## src/rtl/sd_spi_datapath.sv

```systemverilog
// SPI-mode SD card datapath: SCLK divider, 48-bit command shifter, byte receiver
// with a two-flop MISO synchronizer, and registered chip select.
module sd_spi_datapath #(
  parameter int unsigned CLK_DIV = 4
) (
  input  logic        clk,
  input  logic        n_rst,
  input  logic        cs_in,
  input  logic        load_command,
  input  logic [47:0] command,
  input  logic        shift_command,
  input  logic        shift_read,
  input  logic        miso,
  output logic        sclk,
  output logic        mosi,
  output logic        sd_cs,
  output logic        rising_edge_sclk,
  output logic        falling_edge_sclk,
  output logic [7:0]  sd_rsp_msg,
  output logic        byte_done
);

  localparam int unsigned CNT_W     = 8;
  localparam int unsigned FRAME_W   = 48;
  localparam int unsigned BYTE_W    = 8;
  localparam int unsigned BIT_CNT_W = 3;

  logic [CNT_W-1:0]     div_cnt_q, div_cnt_d;
  logic                 sclk_q, sclk_d;
  logic [FRAME_W-1:0]   tx_q, tx_d;
  logic [BYTE_W-1:0]    rx_q, rx_d;
  logic [BIT_CNT_W-1:0] bit_cnt_q, bit_cnt_d;
  logic                 miso_s1_q, miso_s1_d;
  logic                 miso_s2_q, miso_s2_d;
  logic                 sd_cs_q, sd_cs_d;
  logic                 byte_done_q, byte_done_d;
  logic                 div_wrap;

  // Edge strobes fire in the cycle before SCLK actually toggles.
  assign div_wrap          = (div_cnt_q == CNT_W'(CLK_DIV - 1));
  assign rising_edge_sclk  = div_wrap & ~sclk_q;
  assign falling_edge_sclk = div_wrap & sclk_q;

  always_comb begin
    div_cnt_d   = div_cnt_q;
    sclk_d      = sclk_q;
    tx_d        = tx_q;
    rx_d        = rx_q;
    bit_cnt_d   = bit_cnt_q;
    byte_done_d = 1'b0;
    miso_s1_d   = miso;
    miso_s2_d   = miso_s1_q;
    sd_cs_d     = cs_in;

    if (div_wrap) begin
      div_cnt_d = '0;
      sclk_d    = ~sclk_q;
    end else begin
      div_cnt_d = div_cnt_q + CNT_W'(1);
    end

    // A fresh load always wins over a pending shift.
    if (load_command) begin
      tx_d = command;
    end else if (shift_command && falling_edge_sclk) begin
      tx_d = {tx_q[FRAME_W-2:0], 1'b1};
    end

    // Dropping shift_read re-aligns the byte boundary for the next read phase.
    if (!shift_read) begin
      rx_d      = '1;
      bit_cnt_d = '0;
    end else if (rising_edge_sclk) begin
      rx_d        = {rx_q[BYTE_W-2:0], miso_s2_q};
      bit_cnt_d   = bit_cnt_q + BIT_CNT_W'(1);
      byte_done_d = (bit_cnt_q == '1);
    end
  end

  always_ff @(posedge clk or negedge n_rst) begin
    if (!n_rst) begin
      div_cnt_q   <= '0;
      sclk_q      <= 1'b0;
      tx_q        <= '1;
      rx_q        <= '1;
      bit_cnt_q   <= '0;
      miso_s1_q   <= 1'b1;
      miso_s2_q   <= 1'b1;
      sd_cs_q     <= 1'b1;
      byte_done_q <= 1'b0;
    end else begin
      div_cnt_q   <= div_cnt_d;
      sclk_q      <= sclk_d;
      tx_q        <= tx_d;
      rx_q        <= rx_d;
      bit_cnt_q   <= bit_cnt_d;
      miso_s1_q   <= miso_s1_d;
      miso_s2_q   <= miso_s2_d;
      sd_cs_q     <= sd_cs_d;
      byte_done_q <= byte_done_d;
    end
  end

  assign sclk       = sclk_q;
  assign mosi       = shift_command ? tx_q[FRAME_W-1] : 1'b1;
  assign sd_cs      = sd_cs_q;
  assign sd_rsp_msg = rx_q;
  assign byte_done  = byte_done_q;

endmodule
```

## config.mk

```make
export PLATFORM = sky130hd
export DESIGN_NAME = sd_spi_datapath
export DESIGN_NICKNAME = d
export VERILOG_FILES = /design/src/rtl/sd_spi_datapath.sv
export SDC_FILE = /design/constraint.sdc
export NUM_CORES = 1
export LEC_CHECK = 0
export BUFFER_PORTS_ARGS = -buffer_cell sky130_fd_sc_hd__buf_2
export CORE_ASPECT_RATIO = 1.25
export CORE_UTILIZATION = 51
export CTS_CLUSTER_SIZE = 20
export DETAILED_ROUTE_END_ITERATION = 8
export PLACE_DENSITY = 0.77
export SLEW_MARGIN = 15
export SYNTH_ARGS = -nofsm -noshare
export SYNTH_HDL_FRONTEND = slang
export SYNTH_SLANG_ARGS = --single-unit
```

## constraint.sdc

```tcl
create_clock -name clk -period 1.7 [get_ports clk]
set_input_delay 0.085 -clock clk [delete_from_list [all_inputs] [get_ports clk]]
set_output_delay 0.085 -clock clk [all_outputs]
set_load 0.02 [all_outputs]
```

==> key figures <==
Synthesis
  • Count leader, synth: dfstp_2
  • Synthesis-stage register bit count: 72
  • Mapped Cells: 356
  • Sequential element share of the synthesized area: between 40% and 50%
  • Post-synth top area cell: dfstp_2
  • Synth Flop Type: dfstp_2
  • Synth cell count leaders: dfstp_2, nand2_1, nand2b_1, o21bai_1, o41ai_1
  • Mapped Area: about 4000 um2
  • Synth cell types: 36
  • Yosys warns: 0
  • EDFF count, synth: 0
  • Syn_area_per_cell: 11.1 um2
  • Top-area cell type share of the netlist area: 39.3%
  • Ys async rst share: between 90% and 100%
  • Post-synth net total: 414
  • Top cells by area, synth: dfstp_2, dfrtp_1, o41ai_2

Global routing
  • Gr usage total: roughly a quarter
  • Initial antenna violation count: 0
  • GRT overflow: 0
  • First-pass GRT wire length: about 16000 um
  • Vias in the first global route: 3208
  • Pin count of the biggest net entering global routing: between 70 and 80

Timing
  • Hold slack: between 0.02 and 0.025 ns
  • Final hold violations: 0
  • Final WS setup: -0.207 ns
  • Final Critical Period: roughly 1.9 ns
  • Slew margin rel.: between 70 and 80%
  • Fmax: around 520 MHz
  • # setup viols final: 56
  • Worst Tran Pin Value: between 0.3 and 0.4 ns
  • RSZ-0062 raised after global routing: true
  • Pins over their slew limit: 0
  • Crit share post-route: 112%
  • Worst Clk Skew: ~0.0093 ns

Min path
  • Hold path start: command[10]
  • Hold depth: 4
  • Hold Path Class: in2reg

Placement
  • Routability congestion estimate: ~0.80
  • Post-DP HPWL: ~5200 um
  • Port Buffers: 68
  • Area of placed instances: 4530 um2
  • DP Worst Slack: -0.276 ns

Die
  • Core Region: ~7400 um2
  • Die height: ~100 um
  • IO Pins: 69
  • Row count: 35
  • Starting Density: a little over half
  • Die Span X: 80.6 um
  • DIE AREA: about 8000 um2

Clock tree
  • CTS clock-pin slew for the worst setup and hold paths: approximately 0.08 ns
  • Clk_lat worst skew: 0.36 ns
  • CTS tree: yes
  • Cts bufs inserted: 9
  • H-tree Lvls: 3
  • Clk buf depth: 2
  • Root buffer cell: clkbuf_8
  • Clk sinks: 72

Drt
  • Routed via count: approximately 3200
  • 1st-iter DRT viols: between 100 and 150
  • Final wirelength: between 10000 and 15000 um
  • Routed vias/inst: 5.73
  • Pre-antenna DRT Iters: 4
  • Post-DRT Antenna Nets: 0
  • DRC Markers: 0
  • Drt wl/cell: 18.7 um

Final layout
  • Ant diodes: 0
  • Share of cells above drive strength 1: between 50% and 60%
  • Layout area overhead: 41.9%
  • Fin area: around 5600 um2
  • # nets final: around 520
  • Final core occ: around three quarters
  • Fill cell count: between 400 and 500

Setup path
  • Data arrival, critical path: ~2.2 ns
  • Stages on the worst setup path: 5
  • Worst path max stage delay: ~0.58 ns
  • Slowest CP cell: or4_4
  • Worst setup SP type: register
  • Largest delay contributor family on the critical path: simple AND/OR/NAND/NOR gates
  • Req. time, crit path: 1.97 ns
  • Crit end category: register
  • Most used cell, CP: buf_12
  • Crit path from: div_cnt_q[5]
  • CP cell instances: or4_4, buf_12, buf_12, o41ai_2, o21bai_1
  • Buf+Inv Stages, Crit Path: 2
  • R2r worst-path depth: 5
  • Worst r2r src: div_cnt_q[5]
  • WS Path Type: reg2reg
  • CP Max Fanout: 14

Power
  • Overall power: around 0.0038 W
  • Power per Cell Area: roughly 690 nW/um2
  • P_leak: roughly 2.6 nW
  • VDD IR max: between 700 and 800 uV

Status
  • Failing checks: negative setup slack
  • Outcome: complete, but fails checks

Run
  • Max-Cap Viols: 0
## per-stage QoR
stage | TNS [ns] | std cells
after floorplan | -0.670 | 356
after global placement | -6.29 | 508
after detailed placement | -9.06 | 508
after CTS | -6.11 | 557
after global routing | -10.37 | 563
final | -6.85 | 563
## kinds of logic (layout without fill, tap and decap cells)
logic type	count (synthesis)	after routing	synth area share (%)
AOI/OAI and AO/OA	97	97	24.3
xor gates and xnor gates	6	6	1.33
adders and majority gates	3	3	0.952
buffers and inverters	34	149	5.08
DFF	72	72	47.6
muxes	11	11	2.79
and+or+nand+nor	133	133	17.9
## cells in the final DEF, fill, tap and decap left out, drive strengths merged
cell / count
nand2: 57
nor3b: 1
or3b: 1
inv: 1
and4: 1
o41ai: 41
a31o: 1
dfrtp: 13
o21ai: 2
ha: 3
xnor2: 5
dfstp: 59
o211ai: 6
nand3: 4
nor2: 1
nor4: 1
clkbuf: 14
o31ai: 2
or4: 1
o21bai: 41
bufinv: 1
or4b: 1
nor2b: 12
o31a: 1
nand2b: 44
mux2i: 11
clkinv: 2
and2: 1
xor2: 1
dlygate4sd3: 9
nand4: 4
and3: 4
buf: 122
a21boi: 1
a21oi: 2
## registers in the layout, indices dropped and copies added (netlist names)
name / flops
div_cnt_q: 8
sclk: 1
byte_done: 1
tx_q: 48
miso_s1_q: 1
sd_cs: 1
miso_s2_q: 1
bit_cnt_q: 3
sd_rsp_msg: 8
## report_power, final
group          internal (W)  switching (W)  leakage (nW)
combinational      0.000231       0.000244          1.66
clock              0.000756       0.000676         0.103
sequential          0.00190      0.0000372         0.797
## path summary, 6_finish.rpt
check,slack (ns),to
hold reg to reg,0.37,miso_s2_q
max in group asynchronous,1.09,tx_q[41]
setup reg to reg,-0.21,tx_q[37]
hold / removal,0.02,tx_q[10]
setup / recovery,-0.21,tx_q[37]
min in group asynchronous,0.27,bit_cnt_q[1]
## area by class of cell
cell class                      count  area (um2)  share of cell area (%)
Timing Repair Buffer              132        1190                    21.3
Clock buffer                       13         159                    2.84
Sequential cell                    72        1880                    33.5
Tap cell                           92         115                    2.06
Inverter                            1        3.75                  0.0671
Clock inverter                      3        40.0                   0.716
Multi-Input combinational cell    250        2210                    39.5
## repair_timing
action                                 CTS  global route
pin swaps                               35            13
endpoints found under the hold margin   21             0
hold buffers                             9             0
setup endpoints to repair               58            59
gates cloned                             6             1
setup buffers                           18             8
resized for setup                       52            18
## tightest hold or removal path, cell delays in order
cell and delay, ns:
buf_2 0.07, nand2_1 0.05, o41ai_2 0.04, o21bai_1 0.10
## metal layers
layer	GRT usage, %	share of wire [%]	up-vias
li1	-	-	1502
met4	11.4	1.5	0
met5	0	0	-
met3	4.45	3.4	11
met1	30.6	39	1627
met2	47.6	56	84
Power figures use the tool's default switching activity.
